## config.mk

```make
export PLATFORM = sky130hd
export DESIGN_NAME = time_entry_loader
export DESIGN_NICKNAME = d
export VERILOG_FILES = /design/src/rtl/time_entry_loader.sv
export SDC_FILE = /design/constraint.sdc
export NUM_CORES = 1
export LEC_CHECK = 0
export CORE_MARGIN = 2
export CORE_UTILIZATION = 48
export CTS_BUF_LIST = sky130_fd_sc_hd__clkbuf_8
export DETAILED_ROUTE_END_ITERATION = 12
export GPL_TIMING_DRIVEN = 0
export PLACE_DENSITY = 0.81
export SLEW_MARGIN = 5
export SYNTH_ARGS = -nofsm -noshare
export SYNTH_HDL_FRONTEND = slang
export SYNTH_SLANG_ARGS = --single-unit
```

## constraint.sdc

```tcl
create_clock -name clk -period 4.5 [get_ports clk]
set_clock_uncertainty 0.2 [all_clocks]
set_input_delay 1.125 -clock clk [delete_from_list [all_inputs] [get_ports clk]]
set_output_delay 1.125 -clock clk [all_outputs]
set_load 0.03 [all_outputs]
```

## src/rtl/time_entry_loader.sv

```systemverilog
// Keypad time-entry loader: shifts BCD digits into an M:SS load word and
// issues a one-cycle active-low load strobe, or an error pulse if the seconds-tens digit exceeds 5.
module time_entry_loader (
   input  logic       clk,
   input  logic       clr,
   input  logic       digit_valid,
   input  logic [3:0] digit,
   input  logic       enter,
   input  logic       cancel,
   input  logic       run,
   output logic [3:0] min_u,
   output logic [3:0] sec_t,
   output logic [3:0] sec_u,
   output logic       loadn,
   output logic [1:0] count,
   output logic       err,
   output logic       busy
);

   typedef enum logic [1:0] {IDLE, ENTRY, LOAD, ERROR} state_t;

   state_t     state_reg, state_next;
   logic [3:0] min_u_reg, min_u_next;
   logic [3:0] sec_t_reg, sec_t_next;
   logic [3:0] sec_u_reg, sec_u_next;
   logic [1:0] count_reg, count_next;
   logic       loadn_reg, err_reg, busy_reg;

   always_comb begin
      state_next = state_reg;
      min_u_next = min_u_reg;
      sec_t_next = sec_t_reg;
      sec_u_next = sec_u_reg;
      count_next = count_reg;
      case (state_reg)
         IDLE, ENTRY: begin
            if (cancel) begin
               state_next = IDLE;
               min_u_next = 4'd0;
               sec_t_next = 4'd0;
               sec_u_next = 4'd0;
               count_next = 2'd0;
            end else if (!run && enter && state_reg == ENTRY) begin
               // A pending digit is dropped: the commit uses the digits already held.
               state_next = (sec_t_reg <= 4'd5) ? LOAD : ERROR;
            end else if (!run && digit_valid && digit <= 4'd9 && count_reg != 2'd3) begin
               state_next = ENTRY;
               min_u_next = sec_t_reg;
               sec_t_next = sec_u_reg;
               sec_u_next = digit;
               count_next = count_reg + 2'd1;
            end
         end
         default: begin
            // LOAD and ERROR last exactly one cycle and ignore every input.
            state_next = IDLE;
            min_u_next = 4'd0;
            sec_t_next = 4'd0;
            sec_u_next = 4'd0;
            count_next = 2'd0;
         end
      endcase
   end

   // Strobes are decoded from the next state so they register in step with it.
   always_ff @(posedge clk) begin
      if (clr) begin
         state_reg <= IDLE;
         min_u_reg <= 4'd0;
         sec_t_reg <= 4'd0;
         sec_u_reg <= 4'd0;
         count_reg <= 2'd0;
         loadn_reg <= 1'b1;
         err_reg   <= 1'b0;
         busy_reg  <= 1'b0;
      end else begin
         state_reg <= state_next;
         min_u_reg <= min_u_next;
         sec_t_reg <= sec_t_next;
         sec_u_reg <= sec_u_next;
         count_reg <= count_next;
         loadn_reg <= (state_next != LOAD);
         err_reg   <= (state_next == ERROR);
         busy_reg  <= (state_next == ENTRY) || (state_next == LOAD);
      end
   end

   assign min_u = min_u_reg;
   assign sec_t = sec_t_reg;
   assign sec_u = sec_u_reg;
   assign count = count_reg;
   assign loadn = loadn_reg;
   assign err   = err_reg;
   assign busy  = busy_reg;

endmodule
```

Yosys cells after proc, flatten, opt, wreduce, memory -nomap -nowiden
Cells that the tools add are included.

word-level totals
  flip-flop bits (word level) = 19
  input port bits = 10
  output and inout port bits = 17
  word-level logic and storage cells = 35

operators by class
  add/subtract/negate cells = 1
  order comparisons = 2
  equal/unequal tests = 6
  multiplexer cells = 5
  bitwise logic cells = 2
  reductions and logical operators = 11

operator list
  cell                   count
  $mux W2                4
  $logic_and A1 B1 Y1    5
  $eq A2 B1 Y1 const B   2
  $eq A2 B2 Y1 const B   2
  $le A4 B3 Y1 const B   1
  $le A4 B4 Y1 const B   1
  $ne A2 B2 Y1 const B   2
  $reduce_or A3 Y1       1
  $add A2 B1 Y2 const B  1
  $logic_not A2 Y1       1
  $not A1 Y1             2
  $reduce_and A2 Y1      1
  $reduce_or A2 Y1       1
  $logic_not A1 Y1       1
  $logic_or A1 B1 Y1     1
  $mux W1                1

Longest topological paths before layout
  depth after elaboration = 10
  depth in mapped cells = 5
  depth with buffers taken out = 4

Least setup slack after synthesis
Ideal clock, no wire load.

  path kind = input -> register
  start point = input run
  end point = register min_u_reg[1] (netlist: min_u[1])
  library setup time = 0.072 ns
  data arrival time = 2.086 ns
  data required time = 4.228 ns
  path slack = 2.143 ns
  stages = 4
  cells stage by stage = or3b_4 nor3_4 buf_6 mux2i_1

between the ends
  cells in the longest elaborated chain, start to end = 5

RTL lines
  what                                                      RTL line  text
  start: declaration                                        10        input logic run,
  $logic_not A1 Y1 *                                        43, 46
  $logic_and A1 B1 Y1 (on tied branches) (2 in series)      46, 43
  $logic_and A1 B1 Y1 / $not A1 Y1 (equally long branches)  -
  $reduce_and A2 Y1 (no source line) *                      -
  end signal: assignment                                    78        min_u_reg <= min_u_next;
  end: declaration                                          23        logic [3:0] min_u_reg, min_u_next;

Every way passes the cells marked *; elsewhere a longest branch is shown, timed or not.
A chain may end at the register's enable or synchronous reset.

Worst setup path after layout
  start point = input run
  end point = register sec_u_reg[3] (netlist: sec_u[3])

between the ends
  cells in the longest elaborated chain, start to end = 5

RTL lines
  what                                                      RTL line  text
  $logic_not A1 Y1 *                                        43, 46
  $logic_and A1 B1 Y1 (on tied branches) (2 in series)      46, 43
  $logic_and A1 B1 Y1 / $not A1 Y1 (equally long branches)  -
  $reduce_and A2 Y1 (no source line) *                      -
  end signal: assignment                                    80        sec_u_reg <= sec_u_next;
  end: declaration                                          25        logic [3:0] sec_u_reg, sec_u_next;

Marked as above.

==> summary.md <==
| Metric | Value |
|---|---|
| CP endpoint | sec_u[3] |
| Initial DRC Count | 5 |
| Avg WL per Cell | 12.9 µm |
| Die Ht | 43.8 µm |
| Vias per cell | 5.26 |
| Final WL | 1.55 mm |
| Fin cells | 120 |
| Register cell area after layout | 380 µm² |
| Finish-stage setup viols | 0 |
| Vias in the first global route | between 600 and 700 |
| Net Switching | ~0.000073 W |
| Max Freq | 369 MHz |
| Synthesis-to-finish area growth | 43.3% |
| HPWL after DPL | 1.10 mm |
| Detailed Routing Iterations Pass 1 | 3 |
| Hold Path Origin | min_u[1] |
| Final Hold Vio Count | 0 |
| Worst Hold Slack | 0.268 ns |
| Total track usage | between 10% and 20% |
| Mean Syn Cell Area | 10.3 µm² |
| Most frequent cells in the layout | clkdlybuf4s50_1, dfxtp_1, nand2_1 |
| Clk pin slew, worst setup/hold paths | 0.08 ns |
| Register area share after synthesis | 50.1% |
| Clock Latency Late Sink | approximately 0.26 ns |
| Commonest non-fill, non-tap cell in the layout | clkdlybuf4s50_1 |
| Share of cells above drive strength 1 | about a tenth |
| Fin. max-slew vios | 0 |
| DRC | 0 |
| Reg power frac | 53.0% |
| Die X | 43.8 µm |
| Max-slew headroom | between 60% and 70% |
| CTS sink cnt | 19 |
| H-tree depth | 1 |
| Syn Nets | 85 |
| CP Max Fanout | 10 |
| Crit share post-route | 60.3% |
| Clock power frac | 37.1% |
| Inst Count DP | about 120 |
| Combinational fraction of design power | 9.9% |
| Postcts setup bufs | 0 |
| Sw Share | 22.8% |
| Synth Cell Area | 759 µm² |
| Ports | 27 |
| Minimum clock period | 2.71 ns |
| Post-CTS sizing | 0 |
| Cell count after synthesis | 74 |
| Internal power | approximately 0.00025 W |
| Routed vias | 631 |
| CP required | 4.48 ns |
| Count of hold buffers inserted by post-cts repair | 0 |
| TritonCTS clock tree | built |
| Critical Path Start Type | input port |
| # rows | 14 |
| Yosys top cell area share | between 50% and 60% |
| Initial antenna violation count | 0 |
| Pwr dens | 296 nW/µm² |
| Worst r2r src | count[0] |
| TNS Setup | 0 ns |
| Synth warnings | 0 |
| Placer Congestion | between 0.7 and 0.8 |
| Max_cap viols | 0 |
| Crit path DAT | 2.69 ns |
| Filler cells | 114 |
| Synth area leader | dfxtp_1 |
| Flops & latches, synth | 19 |
| Synth top area cells | dfxtp_1, mux2i_1, nand2_1, and4bb_4, nor3_4 |
| Starting density of the core | 51.0% |
| WS Path Type | input port to flop |
| Worst hold path type | flop to flop |
| Worst vdd rail ir drop | 176 µV |
| Status | finished clean |
| CP Launch Point | run |
| Worst Reg-to-Reg Cells | 5 |
| Post-route ant nets | 0 |
| CTS max path bufs | 2 |
| Largest net degree at the start of global routing | 13 |
| Synth cell types | 21 |
| Die ar. | 1920 µm² |
| Core Region | approximately 1500 µm² |
| Multi-input logic area | between 300 and 400 µm² |
| Actual slew at the worst max-slew pin | 0.566 ns |
| Reg-to-reg slack, setup | 2.57 ns |
| Pwr Total | 0.000322 W |
| RSZ-0062 raised after global routing | no |
| # port buffers | 26 |
| Antenna diode count | 0 |
| Final #Nets | 116 |
| LEAKAGE | roughly 0.38 nW |
| First-pass GRT wire length | ~2.6 mm |
| Clk Tree Root Cell | clkbuf_8 |
| Worst setup EP type | flop |
| R2R Path End | sec_u[3] |
| CTS Buf Count | 3 |
| Gr ovfl total | 0 |
-- critical path: stages --
cell	delay, ns
clkdlybuf4s50_1	0.46
or3b_4	0.42
nor3_4	0.24
buf_6	0.22
mux2i_1	0.23
-- per-stage QoR --
| stage | utilization (%) | setup WS, ns | cell area (µm²) |
|---|---|---|---|
| floorplan | - | 2.14 | 759 |
| global placement | 69.8 | 1.57 | 1040 |
| detailed placement | 69.8 | 1.54 | 1040 |
| CTS | 73.1 | 1.77 | 1090 |
| global route | 73.1 | 1.70 | 1090 |
| finish | 73.1 | 1.79 | 1090 |
-- power by group through the flow --
stage	Combinational [W]	Clock [W]	Sequential, W
global placement	0.0000313	0	0.000174
CTS	0.0000318	0.000123	0.000171
global route	0.0000341	0.000129	0.000171
floorplan	0.0000146	0	0.000177
finish	0.0000318	0.000119	0.000171
detailed placement	0.0000315	0	0.000174
-- kinds of logic after synthesis --
| logic type | share of synthesized area, % |
|---|---|
| AND/OR/NAND/NOR | 22.4 |
| flip-flops | 50.1 |
| adder cells (fa/ha/maj) | 1.65 |
| AO/OA/AOI/OAI | 6.59 |
| multiplexers | 17.1 |
| buffers and inverters | 2.14 |
-- cell type report --
type	count	share of cell area [%]
Clock buffer	3	3.79
Clock inverter	1	0.690
Buffer	2	1.49
Multi-Input combinational cell	53	33.3
Timing Repair Buffer	26	23.9
Tap cell	16	1.84
Sequential cell	19	34.9
-- how the worst min path moves through the flow --
stage	endpoint	slack, ns	cells after the start
after CTS	min_u[1]	0.27	2
final	min_u[1]	0.27	2
after global routing	min_u[1]	0.29	2
after global placement	min_u[2]	0.25	2
after floorplan	state_reg[1]	0.27	2
after detailed placement	min_u[1]	0.25	2
-- synth_stat cells --
cell type	n
or3b_4	1
ha_1	1
or3_2	1
buf_2	1
nor3_4	1
nor3_2	1
o21ai_0	1
nand3_1	2
nand2_1	18
mux2i_1	13
dfxtp_1	19
a211oi_1	1
o21a_1	1
nor3_1	1
a21oi_1	3
or4_1	1
o31ai_1	2
nor2_1	3
nor3b_1	1
and4bb_4	1
buf_6	1
-- layer usage --
| layer | vias up | track usage, % | part of all wire [%] |
|---|---|---|---|
| li1 | 317 | - | - |
| met4 | 0 | 10.3 | 1.7 |
| met3 | 4 | 4.17 | 5.4 |
| met1 | 289 | 24.4 | 47 |
| met2 | 21 | 27.6 | 45 |
| met5 | - | 0 | 0 |
Note: power is estimated with default switching activity, not from simulation.
